===== src/rtl/agc_timing_pkg.sv =====
// Shared timing definitions for the AGC timepulse generator and the downstream
// timing-gate wrappers.
package agc_timing_pkg;

  localparam int TP_COUNT = 12;
  localparam int T01_IDX  = 0;
  localparam int T12_IDX  = 11;
  localparam int MCT_CW   = 16;
  // Wide enough for any DIV in 1..16.
  localparam int PRE_CW   = 4;

  localparam logic [TP_COUNT-1:0] T01_MASK = 12'h001;

  typedef enum logic [1:0] {
    ST_RST  = 2'd0,
    ST_RUN  = 2'd1,
    ST_HALT = 2'd2,
    ST_STEP = 2'd3
  } agc_state_e;

  function automatic logic is_active(input agc_state_e s);
    return (s == ST_RUN) || (s == ST_STEP);
  endfunction

endpackage


===== src/rtl/tp_prescaler.sv =====
// Divides clk into timepulse slots of DIV clocks and flags the last clock of each
// slot. The count is held at zero whenever the timing chain is idle.
module tp_prescaler
  import agc_timing_pkg::*;
#(
  parameter int DIV = 2
) (
  input  logic clk,
  input  logic rst,
  input  logic clr,
  input  logic run_next,
  output logic ph_last
);

  localparam logic [PRE_CW-1:0] LAST = PRE_CW'(DIV - 1);

  logic [PRE_CW-1:0] cnt_q;
  logic [PRE_CW-1:0] cnt_n;

  always_comb begin
    cnt_n = '0;
    if (!clr && (cnt_q != LAST)) cnt_n = cnt_q + 1'b1;
  end

  // ph_last is registered from the next count so it lines up with cnt_q.
  always_ff @(posedge clk) begin
    if (rst) begin
      cnt_q   <= '0;
      ph_last <= 1'b0;
    end else begin
      cnt_q   <= cnt_n;
      ph_last <= run_next && (cnt_n == LAST);
    end
  end

endmodule


===== src/rtl/agc_timepulse_gen.sv =====
// AGC timepulse generator: twelve one-hot timepulses per memory cycle time with a
// stop/single-step handshake that only takes effect at MCT boundaries.
module agc_timepulse_gen
  import agc_timing_pkg::*;
#(
  parameter int DIV           = 2,
  parameter bit START_STOPPED = 1'b0
) (
  input  logic                clk,
  input  logic                rst,
  input  logic                stop_req,
  input  logic                step_req,
  output logic [TP_COUNT-1:0] tp,
  output logic                mct_start,
  output logic                ph_last,
  output logic                halted,
  output logic [MCT_CW-1:0]   mct_count,
  output agc_state_e          state_dbg
);

  // Handshake: stop_req is a level sampled only at the end of an MCT (halt) and
  // while halted (resume when low); step_req is a pulse honoured only while halted
  // with stop_req high, running exactly one MCT. Neither ever truncates an MCT.

  agc_state_e          state_q, state_n;
  logic [TP_COUNT-1:0] tp_n;
  logic                mct_start_n;
  logic                halted_n;
  logic [MCT_CW-1:0]   count_n;

  tp_prescaler #(.DIV(DIV)) u_prescaler (
    .clk      (clk),
    .rst      (rst),
    .clr      (!is_active(state_q)),
    .run_next (is_active(state_n)),
    .ph_last  (ph_last)
  );

  always_comb begin
    state_n     = state_q;
    tp_n        = tp;
    mct_start_n = 1'b0;
    halted_n    = halted;
    count_n     = mct_count;
    case (state_q)
      ST_RST: begin
        if (START_STOPPED) begin
          state_n  = ST_HALT;
          tp_n     = '0;
          halted_n = 1'b1;
        end else begin
          state_n     = ST_RUN;
          tp_n        = T01_MASK;
          mct_start_n = 1'b1;
          halted_n    = 1'b0;
        end
      end
      ST_RUN, ST_STEP: begin
        if (ph_last) begin
          if (tp[T12_IDX]) begin
            count_n = mct_count + 1'b1;
            if (stop_req) begin
              state_n  = ST_HALT;
              tp_n     = '0;
              halted_n = 1'b1;
            end else begin
              state_n     = ST_RUN;
              tp_n        = T01_MASK;
              mct_start_n = 1'b1;
            end
          end else begin
            tp_n = tp << 1;
          end
        end
      end
      ST_HALT: begin
        tp_n     = '0;
        halted_n = 1'b1;
        // Dropping stop_req wins over a simultaneous step request.
        if (!stop_req) begin
          state_n     = ST_RUN;
          tp_n        = T01_MASK;
          mct_start_n = 1'b1;
          halted_n    = 1'b0;
        end else if (step_req) begin
          state_n     = ST_STEP;
          tp_n        = T01_MASK;
          mct_start_n = 1'b1;
          halted_n    = 1'b0;
        end
      end
      default: begin
        state_n  = ST_RST;
        tp_n     = '0;
        halted_n = 1'b0;
      end
    endcase
  end

  always_ff @(posedge clk) begin
    if (rst) begin
      state_q   <= ST_RST;
      tp        <= '0;
      mct_start <= 1'b0;
      halted    <= 1'b0;
      mct_count <= '0;
    end else begin
      state_q   <= state_n;
      tp        <= tp_n;
      mct_start <= mct_start_n;
      halted    <= halted_n;
      mct_count <= count_n;
    end
  end

  assign state_dbg = state_q;

endmodule


===== config.mk =====
export PLATFORM = sky130hd
export DESIGN_NAME = agc_timepulse_gen
export DESIGN_NICKNAME = d
export VERILOG_FILES = /design/src/rtl/agc_timing_pkg.sv /design/src/rtl/tp_prescaler.sv /design/src/rtl/agc_timepulse_gen.sv
export SDC_FILE = /design/constraint.sdc
export NUM_CORES = 1
export LEC_CHECK = 0
export CORE_MARGIN = 2
export CORE_UTILIZATION = 35
export DETAILED_ROUTE_END_ITERATION = 8
export PLACE_DENSITY = 0.6
export RECOVER_POWER = 100
export SYNTH_ARGS = -nofsm -noshare
export SYNTH_HDL_FRONTEND = slang
export SYNTH_SLANG_ARGS = --single-unit
export TNS_END_PERCENT = 5

===== constraint.sdc =====
create_clock -name clk -period 4.7 [get_ports clk]
set_input_delay 0.47 -clock clk [delete_from_list [all_inputs] [get_ports clk]]
set_output_delay 0.47 -clock clk [all_outputs]
set_load 0.05 [all_outputs]

# ---- After elaboration in Yosys (flattened, before gate mapping)
# Cells that the tools add are included.
# W data, S select, Z words.
dict set report word_totals {
  elab_cells 52
  out_inout_bits 33
  in_bits 4
  regBits 37
}
dict set report op_classes {
  n_reduce_logical 8
  eq_ne 10
  muxes 25
  add_sub_neg 2
}
# cell n
set op_table {}
lappend op_table {{$pmux W12 S3} 1}
lappend op_table {{$mux W12} 2}
lappend op_table {{$add A16 B1 Y16 const B} 1}
lappend op_table {{$mux W1} 13}
lappend op_table {{$mux W2} 5}
lappend op_table {{$eq A2 B2 Y1 const B} 3}
lappend op_table {{$pmux W1 S3} 2}
lappend op_table {{$pmux W2 S3} 1}
lappend op_table {{$reduce_and A3 Y1} 2}
lappend op_table {{$add A4 B1 Y4 const B} 1}
lappend op_table {{$eq A2 B1 Y1 const B} 2}
lappend op_table {{$eq A4 B1 Y1 const B} 1}
lappend op_table {{$mux W4} 1}
lappend op_table {{$ne A2 B2 Y1 const B} 2}
lappend op_table {{$ne A4 B1 Y1 const B} 1}
lappend op_table {{$logic_and A1 B1 Y1} 2}
lappend op_table {{$logic_not A2 Y1} 1}
lappend op_table {{$logic_or A1 B1 Y1} 2}
lappend op_table {{$ne A2 B1 Y1 const B} 1}
lappend op_table {{$reduce_or A2 Y1} 1}

# ---- Depth between registers and ports, before layout
dict set report logic_depth {
  word_depth 7
  depth_mapped 6
  ltp_nobuf 5
}

# ---- Cells and area by module
# From an unflattened synthesis, not the netlist that was laid out.
dict set report hier_totals {
  hier_cells 173
  hier_area_um2 1584.0
}
# module instances area_per_inst_um2 seq_area_each_um2 cells_per_inst
set by_module_without_submodules {}
lappend by_module_without_submodules {agc_timepulse_gen 1 1393.8 640.6 154}
lappend by_module_without_submodules {tp_prescaler 1 190.2 100.1 19}

# ---- Worst setup path before layout
# Ideal clock, no wire load.
dict set report synth_path {
  kind {reg2reg}
  startpoint {reg state_q[0], in the netlist state_dbg[0]}
  endpoint {reg mct_count[14]}
  stages_incl_launch_ff 7
  period_less_slack_ns 2.092
  path_slack_ns 2.608
  setup_ns 0.071
  path_buffers 2
  arrival_time_ns 2.022
  t_required_ns 4.629
  path_cell_list {dfxtp_1 -> buf_2 -> and3_1 -> clkbuf_1 -> nand3_1 -> or4_1 -> a21oi_1}
}
dict set report synth_between {
  elab_chain_len 3
  word_cells_on_any_way 4
  classes_between {eq/ne (2); reduce/logical (2)}
}
# item line_no
set synth_lines {}
lappend synth_lines {{from (decl)} agc_timepulse_gen.sv:25} ;# agc_state_e state_q, state_n;
lappend synth_lines {{from (signal assigned)} agc_timepulse_gen.sv:108} ;# state_q <= state_n;
lappend synth_lines {{$eq A2 B1 Y1 or $eq A2 B2 Y1 (tied branches)} agc_timepulse_gen.sv:45} ;# case (state_q)
lappend synth_lines {{$reduce_or A2 Y1 *} agc_timepulse_gen.sv:45}
lappend synth_lines {{$reduce_and A3 Y1 (no line) *} -}
lappend synth_lines {{to (signal assigned)} agc_timepulse_gen.sv:112} ;# mct_count <= count_n;
lappend synth_lines {{to (decl)} agc_timepulse_gen.sv:17} ;# output logic [MCT_CW-1:0] mct_count,
# Every way passes the cells marked *; elsewhere a longest branch is shown, timed or not.
# A chain may end at the register's enable or synchronous reset.

# ---- Worst setup path in the final report
dict set report layout_path {
  startpoint {reg u_prescaler.ph_last}
  endpoint {out ph_last}
}
# item line_no
set layout_rtl {}
lappend layout_rtl {{from (decl)} tp_prescaler.sv:12} ;# output logic ph_last
lappend layout_rtl {{from (signal assigned)} tp_prescaler.sv:32} ;# ph_last <= run_next && (cnt_n == LAST);
lappend layout_rtl {{to (decl)} agc_timepulse_gen.sv:15} ;# output logic ph_last,
# No word-level cell between the ends.

==> metrics.txt <==
status=finished clean; FF+latch count, synth=37; max incr delay on CP=0.97 ns; Initial Util=0.366; Clock Skews=0.00656 ns; vias in the first global route=1196; hold crit path type=flop to flop; synth warn=0; Final setup viols=0; clk sinks=37; Seq/Total Area, Yosys=0.458; Max Clk Rate=0.391 GHz; final core utilization=0.475; Overflow after GRT=0; clk slew on worst S/H paths=0.07 ns; Power Density=283 nW/um^2; setup TNS=0 ns; Die Y=72.0 um; WHS Path Cells=2; Peak VDD IR=0.131 mV; full die area=5180 sq um; total wire length=3.27 mm; Max Transition Viols Final=0; Avg Synthesized Cell Area=8.69 sq um; Slew HR=0.449; Row Count=24; syn nets=193; detailed-route via count=about 1.3k; Syn Inst Count=186; metal2 WL=1.36 mm; global-route wire length before repair=between 5 and 6 mm; Post-CTS Repair Setup Buffers=0; root buffer cell=clkbuf_8; worst hold margin=0.455 ns; Post-Synthesis Cell Area=between 1500 and 2000 sq um; CP endpoint kind=output port; startpoint types=flop; IO Count=37; final total power=slightly below 600 uW; post-route ant nets=0; Top Metal Used=met4; CP max-delay cell=dlygate4sd3_1; period utilisation layout=0.544; CTS HTree Levels=2; residual DRC count=0; CTS Hold Bufs=0; RSZ-0062 raised after global routing=no; Max-cap violations=0; final net count=225; First DRT Iteration DRCs=84; Max FO, Critical Path=29; met1 WL=1.68 mm; crit path DAT=2.09 ns; CTS tree=yes; Vias/cell=4.97; largest net degree at the start of global routing=30; HPWL Detailed=2.26 mm; initial antenna violation count=0; worst path bufs/invs=1; final hold violations=0; EDFF count, synth=0; wire per inst=12.1 um; number of buffers created by CTS=5; Synth cell types=33; area grow syn2layout=29.8%; fraction of layout cells with a size suffix above 1=0.0548; Crit path max-delay family=buffers and inverters; CP Cell Sequence=dlygate4sd3_1; CTS resizes=0; metal3 WL=146 um; IO Port Bufs=36; ys flop type=dfxtp_1; Total GRT Usage=0.138; Worst Tran Pin Value=a little over 0.8 ns; Leak Pwr=0.788 nW; Req. time, crit path=4.23 ns; Levels on crit path=1; ANT cells=0; FFs w/ async S/R, synth=0; Setup CP Type=flop to output port; Worst Reg-to-Reg Cells=4; Clock Path Buffers=2; Pre-antenna DRT Iters=4; fin crit period=2.56 ns; die width=72.0 um; GPL Wtd Cong=0.814; Clock Latency Late Sink=a little under 0.3 ns; core area=4410 sq um
[power breakdown]
group          switching [mW]  internal (mW)  total, mW
sequential            0.00671          0.316      0.323
combinational          0.0182         0.0104     0.0286
clock                   0.110          0.133      0.243
[per-layer routing]
metal / vias to the layer above / GRT usage
li1: 705 / -
met4: 0 / 0.0755
met3: 7 / 0.0347
met1: 610 / 0.193
met5: - / 0
met2: 26 / 0.194
[stage by stage]
step / instance area, sq um / cells / setup slack [ns]
2_1_floorplan: 1620 / 186 / 2.61
3_3_place_gp: 2000 / 263 / 2.25
3_5_place_dp: 2000 / 263 / 2.21
4_1_cts: 2100 / 271 / 2.15
5_1_grt: 2100 / 271 / 2.03
6_report: 2100 / 271 / 2.14
[cells by family after synthesis]
family                   synth area share
AND/OR/NAND/NOR                     0.297
flip-flops                          0.458
AO/OA/AOI/OAI                      0.0944
buffers and inverters              0.0418
XOR/XNOR                           0.0650
multiplexers                       0.0201
adder cells (fa/ha/maj)            0.0232
[worst min-delay path, delay by kind of cell, from the launching register on]
kind / cells / cell delay (ns)
AO/OA/AOI/OAI: 1 / 0.05
AND/OR/NAND/NOR: 1 / 0.05
flip-flops: 1 / 0.31
[worst paths after layout]
check	to	startpoint	slack, ns
worst max-delay path	ph_last	u_prescaler.ph_last	2.14
worst min-delay path	halted	halted	0.46
worst min register to register	halted	halted	0.46
worst max register to register	mct_count[14]	u_prescaler.ph_last	2.51
[synth_stat cells, types with 2 or more instances]
master,number,area share
xor2_1,4,0.022
nand3b_1,10,0.046
clkbuf_1,8,0.019
nand4_1,7,0.027
mux2_2,2,0.014
o21ai_0,2,0.0062
dfxtp_1,37,0.46
nor2_1,20,0.046
o31ai_1,2,0.0093
xnor2_1,8,0.043
nand2_1,11,0.026
nand3_1,7,0.022
nand2b_1,11,0.043
a21oi_1,18,0.056
nor2b_1,2,0.0077
or4_1,2,0.0093
ha_1,3,0.023
buf_2,2,0.0062
a31oi_1,2,0.0077
nor3b_1,2,0.0093
nor3_1,5,0.015
and3_1,2,0.0077
inv_1,6,0.014
nor4_1,4,0.015
[sequential cells by signal (all words and copies together) (netlist names)]
| register | cells |
|---|---|
| mct_count | 16 |
| state_dbg | 2 |
| halted | 1 |
| mct_start | 1 |
| u_prescaler.cnt_q | 4 |
| u_prescaler.ph_last | 1 |
| tp | 12 |
[placed cells by master, fill, tap and decap left out, drive strengths merged, types with 3 or more instances in the layout]
cell         instances
nor3                 5
dlygate4sd3         34
inv                  6
dfxtp               37
nand2               11
ha                   3
nor4                 4
clkbuf               7
nor2                20
xnor2                8
xor2                 4
a21oi               18
nand4                8
nand3                7
nand3b              10
nand2b              11
[final cells by class]
class / instances / area (sq um)
flip-flops and latches: 37 / 741
inverters: 6 / 22.5
multi-input cells: 132 / 808
clock inverters: 1 / 5.00
clock buffers: 7 / 96.3
well taps: 52 / 65.1
fillers: 435 / 2320
repair buffers: 36 / 360
No activity file was read; power rests on OpenSTA's default activity.
